**src/rtl/cnt_rx_pkg.sv**
```systemverilog
// Shared types and frame layout for the counter serial receiver.
// A frame is seven bytes: five 10-bit counters, a 3-bit trigger count and 3 pad bits.
package cnt_rx_pkg;

    typedef enum logic [1:0] {
        StIdle,
        StWait,
        StRx,
        StDone
    } rx_state_e;

    localparam int unsigned FRAME_BITS = 56;
    localparam int unsigned NUM_BYTES  = 7;
    localparam int unsigned CNT_W      = 6;

    localparam int unsigned CA_LSB   = 0;
    localparam int unsigned CB_LSB   = 10;
    localparam int unsigned CC_LSB   = 20;
    localparam int unsigned CD_LSB   = 30;
    localparam int unsigned CE_LSB   = 40;
    localparam int unsigned TRIG_LSB = 50;
    localparam int unsigned PAD_LSB  = 53;

    localparam logic [2:0]       PH_LAST  = 3'd7;
    localparam logic [2:0]       SEL_LAST = 3'(NUM_BYTES - 1);
    localparam logic [CNT_W-1:0] CNT_LAST = CNT_W'(FRAME_BITS);

endpackage

```
**src/rtl/cnt_rx_phase.sv**
```systemverilog
// Mirror of the serializer's free-running bit position plus the frame bit counter.
module cnt_rx_phase
    import cnt_rx_pkg::*;
(
    input  logic             SPI_CLK,
    input  logic             RSTB,
    input  logic             cnt_clr_i,
    input  logic             cnt_inc_i,
    output logic [2:0]       ph_o,
    output logic [CNT_W-1:0] cnt_o
);

    logic [2:0]       ph_q;
    logic [CNT_W-1:0] cnt_q;

    always_ff @(posedge SPI_CLK or negedge RSTB) begin
        if (!RSTB) begin
            ph_q  <= '0;
            cnt_q <= '0;
        end else begin
            ph_q <= ph_q + 3'd1;
            if (cnt_clr_i) begin
                cnt_q <= '0;
            end else if (cnt_inc_i) begin
                cnt_q <= cnt_q + CNT_W'(1);
            end
        end
    end

    assign ph_o  = ph_q;
    assign cnt_o = cnt_q;

endmodule

```
**src/rtl/cnt_ser_receiver.sv**
```systemverilog
// Captures one 56-bit counter frame from the channel serializer per START request
// and holds the decoded fields until the consumer accepts them.
module cnt_ser_receiver
    import cnt_rx_pkg::*;
(
    input  logic       SPI_CLK,
    input  logic       RSTB,
    input  logic       START,
    input  logic       CNT_SER,
    output logic [2:0] SELECT_REG,
    output logic [9:0] CA_O,
    output logic [9:0] CB_O,
    output logic [9:0] CC_O,
    output logic [9:0] CD_O,
    output logic [9:0] CE_O,
    output logic [2:0] TRIG_CNT_O,
    output logic       DATA_VALID,
    input  logic       DATA_READY,
    output logic       BUSY,
    output logic       FRAME_ERR
);

    rx_state_e             state_q;
    logic [FRAME_BITS-1:0] frame_q;
    logic [FRAME_BITS-1:0] frame_shift;
    logic [2:0]            ph;
    logic [CNT_W-1:0]      cnt;
    logic                  rx_begin;
    logic                  cnt_inc;

    cnt_rx_phase u_phase (
        .SPI_CLK   (SPI_CLK),
        .RSTB      (RSTB),
        .cnt_clr_i (rx_begin),
        .cnt_inc_i (cnt_inc),
        .ph_o      (ph),
        .cnt_o     (cnt)
    );

    // A START landing on the PH=7 edge enters RX directly; waiting would cost a full byte.
    always_comb begin
        rx_begin    = (ph == PH_LAST) &&
                      ((state_q == StWait) || ((state_q == StIdle) && START));
        cnt_inc     = (state_q == StRx);
        frame_shift = {frame_q[FRAME_BITS-2:0], CNT_SER};
    end

    always_ff @(posedge SPI_CLK or negedge RSTB) begin
        if (!RSTB) begin
            state_q    <= StIdle;
            frame_q    <= '0;
            SELECT_REG <= '0;
            CA_O       <= '0;
            CB_O       <= '0;
            CC_O       <= '0;
            CD_O       <= '0;
            CE_O       <= '0;
            TRIG_CNT_O <= '0;
            DATA_VALID <= 1'b0;
            BUSY       <= 1'b0;
            FRAME_ERR  <= 1'b0;
        end else begin
            unique case (state_q)
                StIdle: begin
                    if (START) begin
                        SELECT_REG <= '0;
                        BUSY       <= 1'b1;
                        state_q    <= rx_begin ? StRx : StWait;
                    end
                end
                StWait: begin
                    if (rx_begin) begin
                        SELECT_REG <= '0;
                        state_q    <= StRx;
                    end
                end
                StRx: begin
                    // CNT=0 is the launch-only edge; nothing valid is on CNT_SER yet.
                    if (cnt != '0) begin
                        frame_q <= frame_shift;
                    end
                    if ((ph == PH_LAST) && (SELECT_REG < SEL_LAST)) begin
                        SELECT_REG <= SELECT_REG + 3'd1;
                    end
                    if (cnt == CNT_LAST) begin
                        CA_O       <= frame_shift[CA_LSB +: 10];
                        CB_O       <= frame_shift[CB_LSB +: 10];
                        CC_O       <= frame_shift[CC_LSB +: 10];
                        CD_O       <= frame_shift[CD_LSB +: 10];
                        CE_O       <= frame_shift[CE_LSB +: 10];
                        TRIG_CNT_O <= frame_shift[TRIG_LSB +: 3];
                        FRAME_ERR  <= |frame_shift[PAD_LSB +: 3];
                        DATA_VALID <= 1'b1;
                        BUSY       <= 1'b0;
                        state_q    <= StDone;
                    end
                end
                StDone: begin
                    if (DATA_READY) begin
                        DATA_VALID <= 1'b0;
                        SELECT_REG <= '0;
                        state_q    <= StIdle;
                    end
                end
                default: state_q <= StIdle;
            endcase
        end
    end

endmodule

```
**config.mk**
```make
export PLATFORM = sky130hd
export DESIGN_NAME = cnt_ser_receiver
export DESIGN_NICKNAME = d
export VERILOG_FILES = /design/src/rtl/cnt_rx_pkg.sv /design/src/rtl/cnt_rx_phase.sv /design/src/rtl/cnt_ser_receiver.sv
export SDC_FILE = /design/constraint.sdc
export NUM_CORES = 1
export LEC_CHECK = 0
export CAP_MARGIN = 20
export CORE_MARGIN = 10
export CORE_UTILIZATION = 40
export CTS_CLUSTER_DIAMETER = 50
export DETAILED_ROUTE_END_ITERATION = 8
export DONT_BUFFER_PORTS = 1
export GPL_TIMING_DRIVEN = 1
export PLACE_DENSITY = 0.67
export SLEW_MARGIN = 20
export SYNTH_ARGS = -nofsm -noshare
export SYNTH_HDL_FRONTEND = slang
export SYNTH_SLANG_ARGS = --single-unit
```
**constraint.sdc**
```tcl
create_clock -name SPI_CLK -period 1.88 [get_ports SPI_CLK]
set_input_delay 0.376 -clock SPI_CLK [delete_from_list [all_inputs] [get_ports SPI_CLK]]
set_output_delay 0.376 -clock SPI_CLK [all_outputs]
set_load 0.02 [all_outputs]
```
# After elaboration in Yosys (flattened, before gate mapping)
# Index checks and enable logic that the tools add are counted.
# totals
elab_cells,63
regBits,125
out_inout_bits,59
in_bits,5
# classes
addsub,3
n_eq_ne,10
n_reduce_logical,16
magnitude_cmp,1
muxes,19
# ops
operator,count
3-bit 2-to-1 mux,4
6-bit 2-to-1 mux,2
3-bit case mux with 4 select lines,1
2-bit 2-to-1 mux,5
2-bit case mux with 4 select lines,1
4-bit AND reduction,2
3-bit by 1-bit adder with 3-bit output (second input constant),2
6-bit by 1-bit adder with 6-bit output (second input constant),1
6-bit equality test (second input constant),1
2-bit inequality test (second input constant),3
3-bit AND reduction,2
2-bit nonzero test,3
6-bit nonzero test,1
2-bit equality test (second input constant),2
1-bit 2-to-1 mux,4
2-bit by 1-bit inequality test with 1-bit output (second input constant),2
1-bit case mux with 2 select lines,2
2-bit AND reduction,2
3-bit equality test (second input constant),1
1-bit logical AND,3
3-bit less-than comparator (second input constant),1
3-bit OR reduction,1
2-bit by 1-bit equality test with 1-bit output (second input constant),1
2-bit logical NOT,1
1-bit logical OR,1

# Logic depth before layout (Yosys ltp)
# depth
word_depth,7
mapped_depth,7
mapped_depth_nobuf,6

# Modules after synthesis
# From an unflattened synthesis, not the netlist that was laid out.
# unflattened
hier_cells,310
area_unflattened_um2,5273.8
# by_module_without_submodules
mod,instances,area_each_um2,seq_area_each_um2,cells_each
cnt_ser_receiver,1,4904.7,2902.8,280
cnt_rx_phase,1,369.1,225.2,30

# Worst setup path before layout
# Ideal clock, no wire load.
# synth_path
kind,flip-flop to flip-flop
startpoint,"reg u_phase.cnt_q[0], in the netlist u_phase.cnt_o[0]"
endpoint,reg frame_q[0]
path_stages_with_launch,7
arrival_time_ns,1.790
setup_time_ns,0.125
t_required_ns,1.755
path_buffers,1
synth_period_minus_slack_ns,1.915
slack_ns,-0.035
path_cell_list,dfrtp_1 > inv_1 > ha_1 > nand2b_4 > o41ai_4 > buf_6 > mux2_4
# synth_between
elab_chain_len,2
# synth_rtl
element,line,source
"start, declared",cnt_rx_phase.sv:14,logic [CNT_W-1:0] cnt_q;
"start signal, assigned",cnt_rx_phase.sv:25,cnt_q <= cnt_q + CNT_W'(1);
6-bit nonzero test,cnt_ser_receiver.sv:79,if (cnt != '0) begin
2-bit AND reduction (no source line),--,
"end signal, assigned",cnt_ser_receiver.sv:80,frame_q <= frame_shift;
"end, declared",cnt_ser_receiver.sv:24,logic [FRAME_BITS-1:0] frame_q;
# No other way between the ends.
# A chain may end at the register's enable or synchronous reset.

# Worst setup path in the final report
# layout_path
startpoint,"reg u_phase.cnt_q[1], in the netlist u_phase.cnt_o[1]"
endpoint,reg frame_q[38]
# The elaborated chain is that of the path after synthesis.

==> reports/qor.txt <==
======================================================================================
Worst R2R Path Depth                                                                 8
Most area-consuming cells after synthesis                                 dfrtp_1 (61%), mux2_2 (19%), mux2_4 (5.9%)
TritonCTS clock tree                                                             built
Clock Sinks                                                                        125
Total net switching power                                                     1.231 mW
Final layout net count                                                             363
Total number of placement rows                                                      41
Max VDD drop                                                                 0.6040 mV
Die Area                                                                     17660 um2
Detailed router's first-iteration violation count                                  122
Maximum number of buffers from clock root to sink                                    2
DIE HEIGHT                                                                    132.9 um
Cells after synthesis                                                              322
Mean area per synthesized cell                                               15.83 um2
Internal cell power                                                           4.847 mW
Commonest cells after routing, fill and taps aside                        dfrtp_1 (125), mux2_2 (78), mux2_4 (31), clkbuf_16 (18), buf_4 (12)
Via Count                                                                         2618
Violated checks                                                           negative hold slack
RD Place Congestion                                                             0.6983
Post-DRT Antenna Nets                                                                0
Outcome                                                                   finished with violations
Sequential cell area                                                          3128 um2
Layout-stage area growth over the synthesis result                              18.95%
Data arrival time of the critical path                                         2.14 ns
Drt first pass iters                                                                 4
Number of port buffers                                                               0
Cts bufs inserted                                                                   17
Max capacitance violation total                                                      0
Maximum net fanout on the critical path                                             16
Via count of the first global-routing pass                                        2825
Clock network latency to the later pin of the worst-skew pair                  0.42 ns
Worst rel slew slack                                                            77.19%
Flop pwr share                                                                   45.7%
Net Sw Frac                                                                     20.26%
Fill cell instance count of the final layout                                      1032
Sequential fraction of the synthesis area                                       61.38%
Pin slew with the least headroom to its limit                                0.3421 ns
Count of non-filler cells in the finished layout                                   532
Fraction of synthesized cell area taken by the top area cell type               61.38%
Clock root buffer master                                                     clkbuf_16
Number of nets in the synthesized netlist                                          338
Worst Setup End Kind                                                              flop
Boundary pin count                                                                  64
Total inserted antenna cells                                                         0
Startpoint type of the worst setup path                                           flop
Setup repair after global routing missed its margin                                yes
Number of flops mapped to enable cells by yosys                                      0
Worst-case hold slack                                                       -0.3396 ns
Post-Place Setup Slack                                                      0.03470 ns
Max Clk Rate                                                                 542.7 MHz
Minimum clock period after layout                                             1.843 ns
Static power due to leakage                                                   2.912 nW
Combinational Power Share                                                         1.0%
Worst Setup SP                                                            u_phase.cnt_o[1]$_DFFE_PN0P_
Via/cell ratio                                                                   4.921
Wire length of the first global-routing pass                                  14.85 mm
Number of synthesis warnings                                                         0
PwrDens                                                                    1003 nW/um2
Final slew viol count                                                                0
Final Hold Vio Count                                                               125
Summed negative setup slack over all endpoints                                    0 ns
Total wire length                                                             8.868 mm
Tightest Hold Check Type                                                  input port to async pin
Synth Register Bits                                                                125
Area of the mapped netlist                                                    5096 um2
Clock slew at the register clock pins of the worst setup and hold paths        0.05 ns
Worst setup slack after layout                                              0.03723 ns
Reg-to-reg startpoint                                                     u_phase.cnt_o[1]$_DFFE_PN0P_
Critical setup path kind                                                  flop to flop
Floorplan die width                                                           132.9 um
Final clock period utilization by the worst path                                98.02%
Commonest non-fill, non-tap cell in the layout                                 dfrtp_1
Initial antenna violation count                                                      0
Area of combinational cells with multiple inputs                              1867 um2
Relative contribution of the clock network to total power                        53.4%
Number of instances in the placed design                                           494
Overall global routing resource usage                                           10.56%
Post-DR wirelength/cell                                                       16.67 um
CORE AREA                                                                    12570 um2
Final setup fails                                                                    0
Count of cell types in the netlist                                                  27
Clock H-tree levels                                                                  4
Fraction of final layout cells with drive strength greater than 1               45.83%
Endpoint of the most critical register-to-register path                   frame_q[38]$_DFFE_PN0P_
Most frequently used flop master after synthesis                               dfrtp_1
# DRC                                                                                0
DPL Wire Length                                                               5.586 mm
WP data required                                                               2.18 ns
GRT overflow                                                                         0
Cell taking the most area after synthesis                                      dfrtp_1
Maximum number of pins on one net before global-route repair                       126
R2r setup slk                                                                  0.04 ns
Initial core utilization                                                        40.55%
Async S/R FF share, synth                                                       100.0%
Final clock skew                                                           0.009544 ns
======================================================================================
==> worst max-delay path by stage <==
stage | endpoint | slack [ns] | cells after the start
2_1_floorplan | frame_q[0]$_DFFE_PN0P_ | -0.03 | 6
3_3_place_gp | frame_q[17]$_DFFE_PN0P_ | 0.08 | 7
3_5_place_dp | frame_q[17]$_DFFE_PN0P_ | 0.03 | 7
4_1_cts | frame_q[17]$_DFFE_PN0P_ | 0.02 | 7
5_1_grt | frame_q[35]$_DFFE_PN0P_ | -0.04 | 8
6_report | frame_q[38]$_DFFE_PN0P_ | 0.04 | 8
==> synthesized netlist by cell type (4+ instances only) <==
cell type,n
dfrtp_1,125
mux2_2,88
mux2_4,20
ha_1,11
buf_6,10
inv_1,9
a21oi_1,7
nor2_1,6
o21ai_0,6
nand2_1,4
nor2b_1,4
or3_1,4
==> power groups by stage <==
| stage | Combinational, mW | Clock [mW] | Sequential [mW] |
|---|---|---|---|
| 6_report | 0.0592 | 3.24 | 2.78 |
| 5_1_grt | 0.0640 | 3.46 | 2.78 |
| 4_1_cts | 0.0546 | 3.33 | 2.78 |
| 3_5_place_dp | 0.0538 | 0 | 2.82 |
| 3_3_place_gp | 0.0516 | 0 | 2.82 |
| 2_1_floorplan | 0.0502 | 0 | 2.81 |
==> cells by family after synthesis <==
family | Yosys count | share of synthesized area, %
simple gates | 29 | 3.191
compound gates | 19 | 2.652
mux | 113 | 26.37
fa+ha+maj | 11 | 2.701
flops | 125 | 61.38
xor+xnor | 4 | 0.6876
buf+inv | 21 | 3.020
==> registers in the layout, indices dropped and copies added, names as in the netlist <==
register and count:
FRAME_ERR 1, CB_O 10, SELECT_REG 3, DATA_VALID 1
CD_O 10, CA_O 10, u_phase.ph_o 3, CE_O 10
TRIG_CNT_O 3, u_phase.cnt_o 6, BUSY 1, state_q 2
frame_q 55, CC_O 10
==> cell type report <==
class	instances	area share, %
Tap cell	172	3.550
Inverter	9	0.5573
Clock inverter	12	2.250
Timing Repair Buffer	18	3.550
Clock buffer	20	7.699
Multi-Input combinational cell	176	30.79
Sequential cell	125	51.60
==> stage by stage <==
stage / total power, mW / utilization (%) / instance area [um2]
after floorplan: 2.860 / - / 5110
after global placement: 2.874 / 42.63 / 5358
after detailed placement: 2.878 / 42.63 / 5358
after CTS: 6.162 / 47.43 / 5961
after global routing: 6.304 / 48.23 / 6062
final: 6.078 / 48.23 / 6062
==> per-layer routing <==
metal  wire length (um)  vias to the layer above  global-route usage, %
met3                740                       15                  6.435
met4                157                        0                  4.645
met5                  0                        -                      0
met1               3693                     1346                  11.46
met2               4277                       64                  16.19
li1                   -                     1193                      -
==> worst max-delay path, stage by stage, from the launching register on <==
cell,delay [ns]
dfrtp_1,0.39
inv_1,0.06
ha_2,0.18
nand2b_4,0.07
o41ai_4,0.19
buf_4,0.19
buf_12,0.13
buf_12,0.15
mux2_2,0.34
==> repair_timing <==
action,4_1_cts,5_1_grt
endpoints found under the setup margin,0,91
resized for setup,0,10
setup buffers,0,5
hold endpoints to repair,125,125
(Power assumes the default switching activity.)
